## src/rtl/pipe_addsub.sv

```systemverilog
// pipe_addsub -- pipelined WIDTH-bit adder/subtractor with valid/ready flow control.
//
// The carry chain is cut into STAGES slices of CHUNK = WIDTH/STAGES bits. Slice k is
// computed combinationally from stage k-1 registers and captured in stage k. Operands
// travel alongside as skew registers. Completed low result bits travel alongside as
// deskew registers, so every bit of a result appears at the output together.
//
// Parameters
//   WIDTH   operand/result width; must be a multiple of STAGES
//   STAGES  pipeline depth, 1..WIDTH
// Ports
//   clk, rst_n            clock (rising edge), asynchronous active-low reset
//   in_valid / in_ready   operand handshake (a, b, cin, sub)
//   sub                   0: a+b+cin   1: a-b-cin (computed as a + ~b + ~cin)
//   out_valid / out_ready result handshake (sum, cout, ovf)
//   cout                  raw carry out of the MSB (sub mode: 1 = no borrow)
//   ovf                   two's-complement signed overflow
module pipe_addsub #(
    parameter int unsigned WIDTH  = 32,
    parameter int unsigned STAGES = 4
) (
    input  logic             clk,
    input  logic             rst_n,
    input  logic             in_valid,
    output logic             in_ready,
    input  logic [WIDTH-1:0] a,
    input  logic [WIDTH-1:0] b,
    input  logic             cin,
    input  logic             sub,
    output logic             out_valid,
    input  logic             out_ready,
    output logic [WIDTH-1:0] sum,
    output logic             cout,
    output logic             ovf
);

    localparam int unsigned CHUNK = WIDTH / STAGES;

    generate
        if (STAGES < 1 || STAGES > WIDTH || (WIDTH % STAGES) != 0) begin : g_bad_params
            $error("pipe_addsub: WIDTH must be a non-zero multiple of STAGES");
        end
    endgenerate

    // Per-stage registers. b is stored already conditioned for the operation.
    logic             v_q [STAGES];
    logic             v_d [STAGES];
    logic [WIDTH-1:0] a_q [STAGES];
    logic [WIDTH-1:0] a_d [STAGES];
    logic [WIDTH-1:0] b_q [STAGES];
    logic [WIDTH-1:0] b_d [STAGES];
    logic [WIDTH-1:0] s_q [STAGES];
    logic [WIDTH-1:0] s_d [STAGES];
    logic             c_q [STAGES];
    logic             c_d [STAGES];
    logic             ovf_q;
    logic             ovf_d;
    logic             adv;

    always_comb begin
        logic [WIDTH-1:0] a_src;
        logic [WIDTH-1:0] b_src;
        logic [WIDTH-1:0] s_src;
        logic             c_src;
        logic [CHUNK:0]   t;
        int unsigned      p;

        adv   = !v_q[STAGES-1] || out_ready;
        ovf_d = ovf_q;
        for (int unsigned k = 0; k < STAGES; k++) begin
            // p is clamped so stage 0 never forms an out-of-range index.
            p = (k == 0) ? 0 : k - 1;
            if (k == 0) begin
                a_src = a;
                b_src = b ^ {WIDTH{sub}};
                c_src = cin ^ sub;
                s_src = '0;
                v_d[k] = in_valid;
            end else begin
                a_src = a_q[p];
                b_src = b_q[p];
                c_src = c_q[p];
                s_src = s_q[p];
                v_d[k] = v_q[p];
            end
            t = {1'b0, a_src[k*CHUNK +: CHUNK]} + {1'b0, b_src[k*CHUNK +: CHUNK]}
              + {{CHUNK{1'b0}}, c_src};
            s_src[k*CHUNK +: CHUNK] = t[CHUNK-1:0];
            a_d[k] = a_src;
            b_d[k] = b_src;
            s_d[k] = s_src;
            c_d[k] = t[CHUNK];
            if (k == STAGES - 1) begin
                // Carry into the MSB recovered from the MSB sum bit.
                ovf_d = (a_src[WIDTH-1] ^ b_src[WIDTH-1] ^ s_src[WIDTH-1]) ^ t[CHUNK];
            end
        end
    end

    always_ff @(posedge clk or negedge rst_n) begin
        if (!rst_n) begin
            for (int unsigned k = 0; k < STAGES; k++) begin
                v_q[k] <= 1'b0;
                a_q[k] <= '0;
                b_q[k] <= '0;
                s_q[k] <= '0;
                c_q[k] <= 1'b0;
            end
            ovf_q <= 1'b0;
        end else if (adv) begin
            for (int unsigned k = 0; k < STAGES; k++) begin
                v_q[k] <= v_d[k];
                a_q[k] <= a_d[k];
                b_q[k] <= b_d[k];
                s_q[k] <= s_d[k];
                c_q[k] <= c_d[k];
            end
            ovf_q <= ovf_d;
        end
    end

    assign in_ready  = adv;
    assign out_valid = v_q[STAGES-1];
    assign sum       = s_q[STAGES-1];
    assign cout      = c_q[STAGES-1];
    assign ovf       = ovf_q;

endmodule

```

## config.mk

```make
export PLATFORM = sky130hd
export DESIGN_NAME = pipe_addsub
export DESIGN_NICKNAME = d
export VERILOG_FILES = /design/src/rtl/pipe_addsub.sv
export SDC_FILE = /design/constraint.sdc
export NUM_CORES = 1
export LEC_CHECK = 0
export CORE_MARGIN = 5
export CORE_UTILIZATION = 50
export CTS_CLUSTER_DIAMETER = 100
export DETAILED_ROUTE_END_ITERATION = 7
export PLACE_DENSITY_LB_ADDON = 0.12
export SLEW_MARGIN = 20
export SYNTH_ARGS = -nofsm -noshare
export SYNTH_HDL_FRONTEND = slang
export SYNTH_SLANG_ARGS = --single-unit
```

## constraint.sdc

```tcl
create_clock -name clk -period 4.2 [get_ports clk]
set_input_delay 0.84 -clock clk [delete_from_list [all_inputs] [get_ports clk]]
set_output_delay 0.84 -clock clk [all_outputs]
set_load 0.02 [all_outputs]
```

; Word-level counts from Yosys, hierarchy flattened
; Index checks and enable logic that the tools add are counted.
; W data, S select, Z words.
[word_totals]
wordCells = 34
register_bits = 281
out_inout_bits = 36
inputBits = 70
[classes]
add_sub_neg = 8
bitwise = 5
reduce_logical = 2
[ops]
columns = cell, count
row1 = $add A8 B8 Y9, 4
row2 = $add A9 B1 Y9, 4
row3 = $xor A32 B32 Y32, 1
row4 = $xor A1 B1 Y1, 4
row5 = $logic_not A1 Y1, 1
row6 = $logic_or A1 B1 Y1, 1

; Longest topological paths before layout
[depth]
word_depth = 4
depth_mapped = 11
depth_no_buf = 9

; Worst setup path after synthesis
; Ideal clock, no wire load.
[synth_path]
kind = input to register
startpoint = in sub
endpoint = reg s_q (netlist bit s_d[70])
path_stages = 11
required_ps = 4069
t_arrival_ps = 2931
setup_ps = 131
slack_ps = 1138
path_buffers = 2
path_cell_list = clkbuf_1 -> buf_2 -> xor2_1 -> fa_1 -> inv_1 -> fa_1 -> nor2b_1 -> o21ai_0 -> a21boi_0 -> or3_1 -> nand3_1
[synth_via]
elab_chain_cells = 3
word_cells_on_any_way = 4
cone_classes = add/sub: 2 / bitwise: 2
[synth_rtl]
columns = item, line_no
row1 = from (decl), 29  ; input logic sub,
row2 = $xor A32 B32 Y32, 75  ; b_src = b ^ {WIDTH{sub}};
row3 = $add A8 B8 Y9, 86  ; t = {1'b0, a_src[k*CHUNK +: CHUNK]} + {1'b0, b_src[k*CHUNK +: CHUNK]}
row4 = $add A9 B1 Y9 (*), 87  ; + {{CHUNK{1'b0}}, c_src};
row5 = "to (signal, indexed assignment)", 115  ; s_q[k] <= s_d[k];
row6 = to (decl), 52  ; logic [WIDTH-1:0] s_q [STAGES];
; Mark *: on every way between the ends. The rest lies on a longest branch, timed or not.
; A chain may end at the register's enable or synchronous reset.

; Worst setup path in the final report
[layout_path]
startpoint = in out_ready
endpoint = out in_ready
[layout_via]
elab_chain_cells = 1
[layout_rtl]
columns = item, line_no
row1 = from (decl), 31  ; input logic out_ready,
row2 = $logic_or A1 B1 Y1, 68  ; adv = !v_q[STAGES-1] || out_ready;
row3 = to (decl), 25  ; output logic in_ready,
; Every way passes these cells.

==> flow_summary.ini <==
[worst_setup_path]
critPathKind = primary input to output pin
worst_ep_required_time_ns = 3.36
critical_path.most_common_cell = sky130_fd_sc_hd__clkdlybuf4s50_1
startpoint_type = primary input
end_kind = output pin
critical_path.reg2reg.endpoint = ovf$_DFFE_PN0P_
reg2regPathDepth = 8
cpMaxStageDelayCell = sky130_fd_sc_hd__clkdlybuf4s50_1
worstPathArrival_ns = 2.11
regToRegSetupSlack_ns = 1.88
critical_path_peak_fanout = 2
cpPeakStageDelay_ns = 0.62
timing.rr.start = a_d[24]$_DFFE_PN0P_
cp_cell_sequence = clkdlybuf4s50_1 -> nor2b_4 -> inv_4 -> clkdlybuf4s50_1

[global_route]
global_route.usage.total = 0.1727
antenna_found_initial = 0
globalRoute.totalOverflow = 0
grt_pass1_vias = 5657
first_pass_grt_wire_length_um = 27900
grt_max_degree = 220

[power_and_ir_drop]
irDropWorstVdd_v = 0.0006651
power.density_cell_area_mw_per_mm2 = 751.7
power.static_leakage_nw = 5.009

[clock_network]
post_cts.resized_instances = 0
cts_tree = done
tritoncts_num_sinks = 185
ctsRootBufferMaster = sky130_fd_sc_hd__clkbuf_16
cts.repair_timing.setup_buffer_count = 0
tritoncts.num_buffers = 17
cts-root-to-sink-buffers = 2
maximum_level_of_the_cts_h_tree = 4
clock_insertion_delay_worst_skew_ns = 0.42
cts_hold_buf = 0
clk_pin_slew_worst_paths_ns = 0.06

[cells_and_area]
area.growth.synth_to_final_pct = 21.79
drive_above_1_share = 0.04497
finish.net_count = 1116
num_antenna_cells = 0

[synth]
syn_inst = 925
ys_ff_latch = 185
post-synth-top-area-cell = sky130_fd_sc_hd__dfrtp_1
synth_commonest_cells = sky130_fd_sc_hd__nand2_1 (433), sky130_fd_sc_hd__dfrtp_1 (185), sky130_fd_sc_hd__o21ai_0 (52)
top_area_cell_type_share_of_the_netlist_area = 0.5503
synth.cell_area_sq_mm = 0.008412
synth_warnings = 0
netlist-cell-type-count = 40
most_frequent_cell_after_synthesis = sky130_fd_sc_hd__nand2_1
asyncSetResetFlopFracSynth = 1.000
avgSynthCellArea_sq_um = 9.094
syn_nets = 1031
synthTopCellsByArea = sky130_fd_sc_hd__dfrtp_1 (55%), sky130_fd_sc_hd__nand2_1 (19%), sky130_fd_sc_hd__ha_1 (4.2%)
yosys_most_used_dff = sky130_fd_sc_hd__dfrtp_1
count_of_flip_flops_with_a_built_in_enable_after_synthesis = 0
yosysSeqAreaShare = 0.5503

[drt]
routed_wirelength_um = 16450
vias_per_cell = 4.932
drtAntennaViolNets = 0
iteration_0_drc_markers = 431
drt_first_pass_iters = 5
via_count = 6130
wl_per_cell_um = 13.23
number_of_remaining_drc_errors = 0

[die]
die_w_um = 139.7
starting_density_of_the_core = 0.5090
rows = 47
die_h_um = 139.7
die_area_sq_mm = 0.01952
io_pins = 106
core_area_sq_mm = 0.01652

[sta]
worst_clock_skew_ns = 0.007649
fmaxAchievable_mhz = 339.1
rsz0062_at_grt = no
finalWorstSetupSlack_ns = 1.251
setup-tns-final_ns = 0
worstMarginPinSlew_ns = 0.8757
timing.max_slew.rel_slack = 0.4162
setup_violations = 0
final.period_utilization = 0.7022
report.final.hold_viol_count = 0
final_max_slew_viol_count = 0
min_period_ns = 2.949

[placement]
detailed_place_hpwl_um = 10620
gp_weighted_congestion = 0.8136
portBuffers = 105
post-place-ws_ns = 0.9345

[min_path]
hold-path-cell-count = 2
hold_class = register to register
holdPathEnd = sum[9]$_DFFE_PN0P_
min-delay-start = sum[9]$_DFFE_PN0P_

[outcome]
status = finished, final reports clean

[job]
maximum_capacitance_violations = 0
[final cells by class]
| type | instances | area, sq um |
|---|---|---|
| Multi-Input combinational cell | 682 | 3540 |
| Timing Repair Buffer | 111 | 1120 |
| Tap cell | 220 | 275.3 |
| Clock inverter | 12 | 172.7 |
| Inverter | 13 | 51.30 |
| Sequential cell | 185 | 4629 |
| Fill cell | 1449 | 6280 |
| Clock buffer | 20 | 456.7 |
[registers in the layout, indices dropped and copies added (netlist names)]
signal     count
c_q            3
ovf            1
sum           32
cout           1
v_d            3
s_d           48
a_d           48
out_valid      1
b_d           48
[how the worst max path moves through the flow]
| stage | startpoint | endpoint | slack [ns] | cells after the start |
|---|---|---|---|---|
| after floorplan | sub | s_d[70]$_DFFE_PN0P_ | 1.14 | 11 |
| after global placement | b[0] | s_d[70]$_DFFE_PN0P_ | 1.03 | 10 |
| after detailed placement | b[0] | c_q[3]$_DFFE_PN0P_ | 0.93 | 10 |
| after CTS | out_ready | in_ready | 1.24 | 4 |
| after global routing | b[0] | c_q[3]$_DFFE_PN0P_ | 1.21 | 10 |
| final | out_ready | in_ready | 1.25 | 4 |
[metal layers]
layer,global-route usage,vias up,wire length [um]
met5,0,-,0
met2,0.2659,101,7792
li1,-,3127,-
met4,0.04742,0,188
met1,0.2506,2885,7779
met3,0.03602,17,684
[stage by stage]
stage | hold slack [ns] | utilization | instance area (sq um) | total power [mW] | cells
2_1_floorplan | 0.4300 | - | 8412 | 5.133 | 925
3_3_place_gp | 0.4417 | 0.5819 | 9615 | 6.014 | 1211
3_5_place_dp | 0.4517 | 0.5819 | 9615 | 6.087 | 1211
4_1_cts | 0.4666 | 0.6200 | 10240 | 7.814 | 1243
5_1_grt | 0.4783 | 0.6200 | 10240 | 8.356 | 1243
6_report | 0.4618 | 0.6200 | 10240 | 7.701 | 1243
[critical path: cells and delay by family]
family / cells / cell delay (ns)
simple gates: 1 / 0.07
buf+inv: 3 / 1.20
[layout by cell type, fill, tap and decap left out, drive strengths merged, types with 13 or more instances in the layout]
cell,instances
a21oi,25
clkbuf,21
clkdlybuf4s50,103
dfrtp,185
ha,28
inv,13
nand2,433
nor2,20
o21ai,52
xnor2,30
xor2,18
[power by group]
| group | total [mW] | internal (mW) | switching [mW] | leakage [nW] |
|---|---|---|---|---|
| clock network | 1.69 | 1.03 | 0.664 | 0.306 |
| logic | 3.00 | 1.32 | 1.68 | 2.47 |
| registers | 3.01 | 2.58 | 0.432 | 2.23 |
[cells by family (layout without fill, tap and decap cells)]
logic type,after synthesis,in the layout,share of synthesized area
buf+inv,58,156,0.02975
fa+ha+maj,36,36,0.06069
flops,185,185,0.5503
compound gates,112,112,0.08092
mux,2,2,0.002380
xor+xnor,48,48,0.04998
simple gates,484,484,0.2259
Power figures use the tool's default switching activity.
